$ cat src/rtl/mutative_miss_handler.sv
// mutative_miss_handler: latches PLRU victim on a miss, writes back dirty victim, fetches and fills the line
module mutative_miss_handler #(
  parameter int WAYS         = 4,
  parameter int WAY_IDX_BITS = 2,
  parameter int SET_IDX_BITS = 4,
  parameter int OFFSET_BITS  = 5,
  parameter int TAG_BITS     = 23,
  parameter int LINE_BITS    = 256
) (
  input  logic                    clk,
  input  logic                    rst,
  input  logic                    miss_req,
  input  logic [31:0]             miss_addr,
  input  logic [WAY_IDX_BITS-1:0] evict_way,
  input  logic [WAYS-1:0]         evict_we,
  input  logic                    victim_valid,
  input  logic                    victim_dirty,
  input  logic [TAG_BITS-1:0]     victim_tag,
  input  logic [LINE_BITS-1:0]    victim_data,
  output logic [31:0]             mem_addr,
  output logic                    mem_read,
  output logic                    mem_write,
  output logic [LINE_BITS-1:0]    mem_wdata,
  input  logic [LINE_BITS-1:0]    mem_rdata,
  input  logic                    mem_resp,
  output logic [WAYS-1:0]         fill_we,
  output logic [SET_IDX_BITS-1:0] fill_set,
  output logic [TAG_BITS-1:0]     fill_tag,
  output logic [LINE_BITS-1:0]    fill_data,
  output logic                    fill_done,
  output logic                    plru_touch,
  output logic [WAY_IDX_BITS-1:0] plru_way,
  output logic                    busy,
  output logic                    proto_err
);
  typedef enum logic [1:0] {IDLE, WRITEBACK, FETCH, FILL} state_t;
  state_t state_q, state_d;
  logic [TAG_BITS-1:0] tag_q, tag_d, vtag_q, vtag_d, fill_tag_q, fill_tag_d;
  logic [SET_IDX_BITS-1:0] set_q, set_d, fill_set_q, fill_set_d;
  logic [WAY_IDX_BITS-1:0] way_q, way_d, plru_way_q, plru_way_d;
  logic [LINE_BITS-1:0] vdata_q, vdata_d, data_q, data_d;
  logic [LINE_BITS-1:0] mem_wdata_q, mem_wdata_d, fill_data_q, fill_data_d;
  logic [31:0] mem_addr_q, mem_addr_d;
  logic [WAYS-1:0] fill_we_q, fill_we_d, evict_dec;
  logic mem_read_q, mem_read_d, mem_write_q, mem_write_d, fill_done_q, fill_done_d;
  logic plru_touch_q, plru_touch_d, busy_q, busy_d, perr_q, perr_d;
  logic unused_offset;
  assign unused_offset = &{1'b0, miss_addr[OFFSET_BITS-1:0]};
  assign mem_addr   = mem_addr_q;
  assign mem_read   = mem_read_q;
  assign mem_write  = mem_write_q;
  assign mem_wdata  = mem_wdata_q;
  assign fill_we    = fill_we_q;
  assign fill_set   = fill_set_q;
  assign fill_tag   = fill_tag_q;
  assign fill_data  = fill_data_q;
  assign fill_done  = fill_done_q;
  assign plru_touch = plru_touch_q;
  assign plru_way   = plru_way_q;
  assign busy       = busy_q;
  assign proto_err  = perr_q;
  // next-state, miss capture, and registered outputs derived from the state being entered
  always_comb begin
    evict_dec = WAYS'(1) << evict_way;
    state_d = state_q;
    tag_d = tag_q;
    set_d = set_q;
    way_d = way_q;
    vtag_d = vtag_q;
    vdata_d = vdata_q;
    data_d = data_q;
    perr_d = perr_q;
    if (state_q == IDLE && miss_req) begin
      tag_d = miss_addr[31 -: TAG_BITS];
      set_d = miss_addr[OFFSET_BITS +: SET_IDX_BITS];
      way_d = evict_way;
      vtag_d = victim_tag;
      vdata_d = victim_data;
      perr_d = perr_q | (evict_we != evict_dec);
      state_d = (victim_valid && victim_dirty) ? WRITEBACK : FETCH;
    end
    if (state_q == WRITEBACK && mem_resp) state_d = FETCH;
    if (state_q == FETCH && mem_resp) begin
      data_d = mem_rdata;
      state_d = FILL;
    end
    if (state_q == FILL) state_d = IDLE;
    mem_write_d = state_d == WRITEBACK;
    mem_read_d = state_d == FETCH;
    mem_addr_d = mem_write_d ? {vtag_d, set_d, {OFFSET_BITS{1'b0}}} :
                 mem_read_d ? {tag_d, set_d, {OFFSET_BITS{1'b0}}} : '0;
    mem_wdata_d = mem_write_d ? vdata_d : '0;
    fill_done_d = state_d == FILL;
    fill_we_d = fill_done_d ? WAYS'(1) << way_d : '0;
    fill_set_d = fill_done_d ? set_d : '0;
    fill_tag_d = fill_done_d ? tag_d : '0;
    fill_data_d = fill_done_d ? data_d : '0;
    plru_touch_d = fill_done_d;
    plru_way_d = fill_done_d ? way_d : '0;
    busy_d = state_d != IDLE;
  end
  // state, latch and output registers; async reset abandons any in-flight request
  always_ff @(posedge clk or posedge rst) begin
    if (rst) begin
      state_q <= IDLE;
      tag_q <= '0;
      set_q <= '0;
      way_q <= '0;
      vtag_q <= '0;
      vdata_q <= '0;
      data_q <= '0;
      perr_q <= 1'b0;
      mem_addr_q <= '0;
      mem_read_q <= 1'b0;
      mem_write_q <= 1'b0;
      mem_wdata_q <= '0;
      fill_we_q <= '0;
      fill_set_q <= '0;
      fill_tag_q <= '0;
      fill_data_q <= '0;
      fill_done_q <= 1'b0;
      plru_touch_q <= 1'b0;
      plru_way_q <= '0;
      busy_q <= 1'b0;
    end else begin
      state_q <= state_d;
      tag_q <= tag_d;
      set_q <= set_d;
      way_q <= way_d;
      vtag_q <= vtag_d;
      vdata_q <= vdata_d;
      data_q <= data_d;
      perr_q <= perr_d;
      mem_addr_q <= mem_addr_d;
      mem_read_q <= mem_read_d;
      mem_write_q <= mem_write_d;
      mem_wdata_q <= mem_wdata_d;
      fill_we_q <= fill_we_d;
      fill_set_q <= fill_set_d;
      fill_tag_q <= fill_tag_d;
      fill_data_q <= fill_data_d;
      fill_done_q <= fill_done_d;
      plru_touch_q <= plru_touch_d;
      plru_way_q <= plru_way_d;
      busy_q <= busy_d;
    end
  end
endmodule

$ cat config.mk
export PLATFORM = sky130hd
export DESIGN_NAME = mutative_miss_handler
export DESIGN_NICKNAME = d
export VERILOG_FILES = /design/src/rtl/mutative_miss_handler.sv
export SDC_FILE = /design/constraint.sdc
export NUM_CORES = 2
export LEC_CHECK = 0
export CORE_AREA = 8 8 442 444
export CTS_CLUSTER_DIAMETER = 60
export DETAILED_ROUTE_END_ITERATION = 8
export DIE_AREA = 0 0 450 452
export DONT_BUFFER_PORTS = 1
export HOLD_SLACK_MARGIN = 0.1
export PLACE_DENSITY = 0.32
export SLEW_MARGIN = 10
export SYNTH_ARGS = -nofsm -noshare
export SYNTH_HDL_FRONTEND = slang
export SYNTH_SLANG_ARGS = --single-unit
$ cat constraint.sdc
create_clock -name clk -period 45.9 [get_ports clk]
set_input_delay 4.59 -clock clk [delete_from_list [all_inputs] [get_ports clk]]
set_output_delay 4.59 -clock clk [all_outputs]
set_load 0.05 [all_outputs]
==> reports/qor.yml <==
synth_seq_area_share: 0.7185
ant_nets: 0
grtUsageMet3: 0.05100
netlist.area_leader.share: 0.7185
use_met1: 0.1320
die_area_um2: 203400
syn_avg_cell_area_um2: 15.96
antenna_found_initial: 103
cts_tree: "built"
hp-start: "vdata_q[48]"
placed_area_um2: 33650
wl_um: 126400
timing.final.crit_share: 0.1535
drt_iter0_drc: 1130
post_drt_via_cell_ratio: 3.401
vdd_drop_max_v: 0.00003041
initial_core_util: 0.1638
power.density_nw_per_um2: 78.52
clock-root-buffer: "clkbuf_16"
cp.required_ns: 46.61
fin_worst_skew_ns: 0.03610
fin_area_um2: 37810
slew-limit-headroom: 0.3386
final_cells: 4618
dr.pass1.iters: 5
tightest_slew_ns: 0.9922
holdPathStages: 1
wl_per_cell_um: 27.37
postCtsSetupRepairBufs: 0
synth_area_um2: 30890
busiest_layer: "met2"
critical_path_class: "in -> async"
htree_levels: 3
drive_above_1_share: 0.2440
cts_buffer_depth: 3
gr-total-overflow: 0
ctsResizeCount: 0
rr_startpoint: "state_q[1]"
hold_path.class: "reg -> reg"
final_max_slew_viol_count: 0
fin_crit_ns: 7.047
endpoint_kind: "asynchronous set/reset pin"
nFillCells: 20160
synthTopCellsByArea: "dfrtp_1 (72%), and2_1 (10%), mux2_4 (9.9%), mux2_2 (2.8%), buf_6 (0.91%)"
fp.dieH_um: 452
grt_use_total: 0.1193
vias: 15710
rsz0062_at_grt: "false"
dp_hpwl_um: 97850
portBuffers: 0
ys_ff_latch: 887
setup_tns_ns: 0
clkTransAtPathRegs_ns: 0.05
cts_sinks: 887
core.rowCount: 160
yosys.area.top_type: "dfrtp_1"
layout_commonest_cell: "dfrtp_1"
regToRegEndpoint: "mem_wdata[54]"
min_to: "vdata_q[48]"
ys_types: 34
die_x_um: 450
post-route-drc-count: 0
r2r_setup_slack_ns: 42.54
fmaxAchievable_mhz: 141.9
fin_nets: 2558
yosysWarnings: 0
synth_cells: 1936
setup_viol: 0
io_pins: 1162
reg2regPathDepth: 5
cts_hold_buf: 0
dp.cells: 4367
finalHoldViolCount: 0
drv_cap: 0
p_leak_nw: 17.94
numCtsBuffers: 120
first_global_vias: 17270
outcome: "complete, no violations"
grtUsageMet2: 0.2061
clk_latency_ns: 0.74
grt_max_degree: 173
area_growth_pct: 22.39
grt_pass1_wl_um: 168100
core-area_um2: 188600
critPathMaxFanout: 118
cp.arrival_ns: 7.75
layout_common_cells: "dfrtp_1 (887), and2_1 (515), mux2_4 (203), clkbuf_16 (124), mux2_2 (76)"
startpoint_type: "input pin"
gp_congestion: 0.8480
-- report_power, final --
group / internal (mW) / leakage (nW) / switching [mW]
Combinational: 0.260 / 4.42 / 0.242
Clock: 0.562 / 1.99 / 0.375
Sequential: 1.02 / 11.5 / 0.514
-- Yosys cell counts --
library cell and instances:
o221a_2 1, nand3_1 1, o311ai_2 1, nand4_1 1
mux2_4 203, dfrtp_1 887, a311oi_1 1, buf_4 6
a31oi_1 1, nand2b_1 1, mux2i_1 28, or3b_1 1
nor2b_1 1, nand2_1 5, buf_2 16, mux2_2 76
nand4b_1 2, and3b_1 1, o21ai_0 1, nor2_1 33
nor3b_1 1, a21oi_1 5, a21boi_0 1, conb_1 1
clkinv_1 1, buf_6 25, inv_1 32, and2_1 515
o2bb2ai_1 23, nand3b_1 3, a21o_1 1, a211oi_1 1
clkbuf_1 59, nor3_1 1
-- critical path, cell delays in order --
cell   delay [ns]
inv_8        0.51
buf_4        0.77
buf_4        0.73
buf_4        0.85
-- worst max path at each step --
stage / start / endpoint / slack [ns] / depth (start not counted)
2_1_floorplan: rst / busy / 16.38 / 1
3_3_place_gp: rst / vdata_q[215] / 38.00 / 4
3_5_place_dp: rst / mem_wdata[215] / 37.88 / 4
4_1_cts: rst / vdata_q[247] / 38.75 / 4
5_1_grt: rst / vdata_q[181] / 38.30 / 4
6_report: rst / vdata_q[181] / 38.85 / 4
-- kinds of logic after synthesis --
kind of cell | count (synthesis) | synth area share
buffers and inverters | 139 | 0.02434
and+or+nand+nor | 566 | 0.1120
AOI/OAI and AO/OA | 36 | 0.009600
muxes | 307 | 0.1354
other | 1 | 0.0001214
DFF | 887 | 0.7185
-- per-layer routing --
metal,part of all wire,wire length (um)
met1,0.36,45260
met2,0.51,64460
met3,0.10,12600
met4,0.030,3804
met5,0.0022,272
-- final cells by class --
class                           instances  area, um^2  share of cell area
Multi-Input combinational cell        914        7975              0.2109
Clock buffer                          164        3423             0.09054
Timing Repair Buffer                   23       221.5            0.005857
Antenna cell                           29       72.57            0.001919
Clock inverter                         57       634.4             0.01678
Inverter                               33       143.9            0.003806
Sequential cell                       887       22200              0.5871
Tap cell                             2511        3142             0.08310
-- per-stage QoR --
stage / power (mW) / util / setup slack (ns) / hold WS [ns]
floorplan: 1.873 / - / 16.38 / 0.4505
global placement: 2.058 / 0.1784 / 38.00 / 0.4709
detailed placement: 2.068 / 0.1784 / 37.88 / 0.4733
CTS: 3.036 / 0.1999 / 38.75 / 0.4887
global route: 3.118 / 0.2002 / 38.30 / 0.4932
finish: 2.969 / 0.2005 / 38.85 / 0.4846
-- sequential cells by signal (all words and copies together) (netlist names) --
register	cells
proto_err	1
tag_q	23
mem_write	1
vtag_q	23
mem_wdata	256
fill_data	256
vdata_q	256
fill_set	4
fill_we	4
fill_tag	23
set_q	4
plru_touch	1
mem_addr	27
mem_read	1
way_q	2
busy	1
plru_way	2
state_q	2
(Power assumes the default switching activity.)
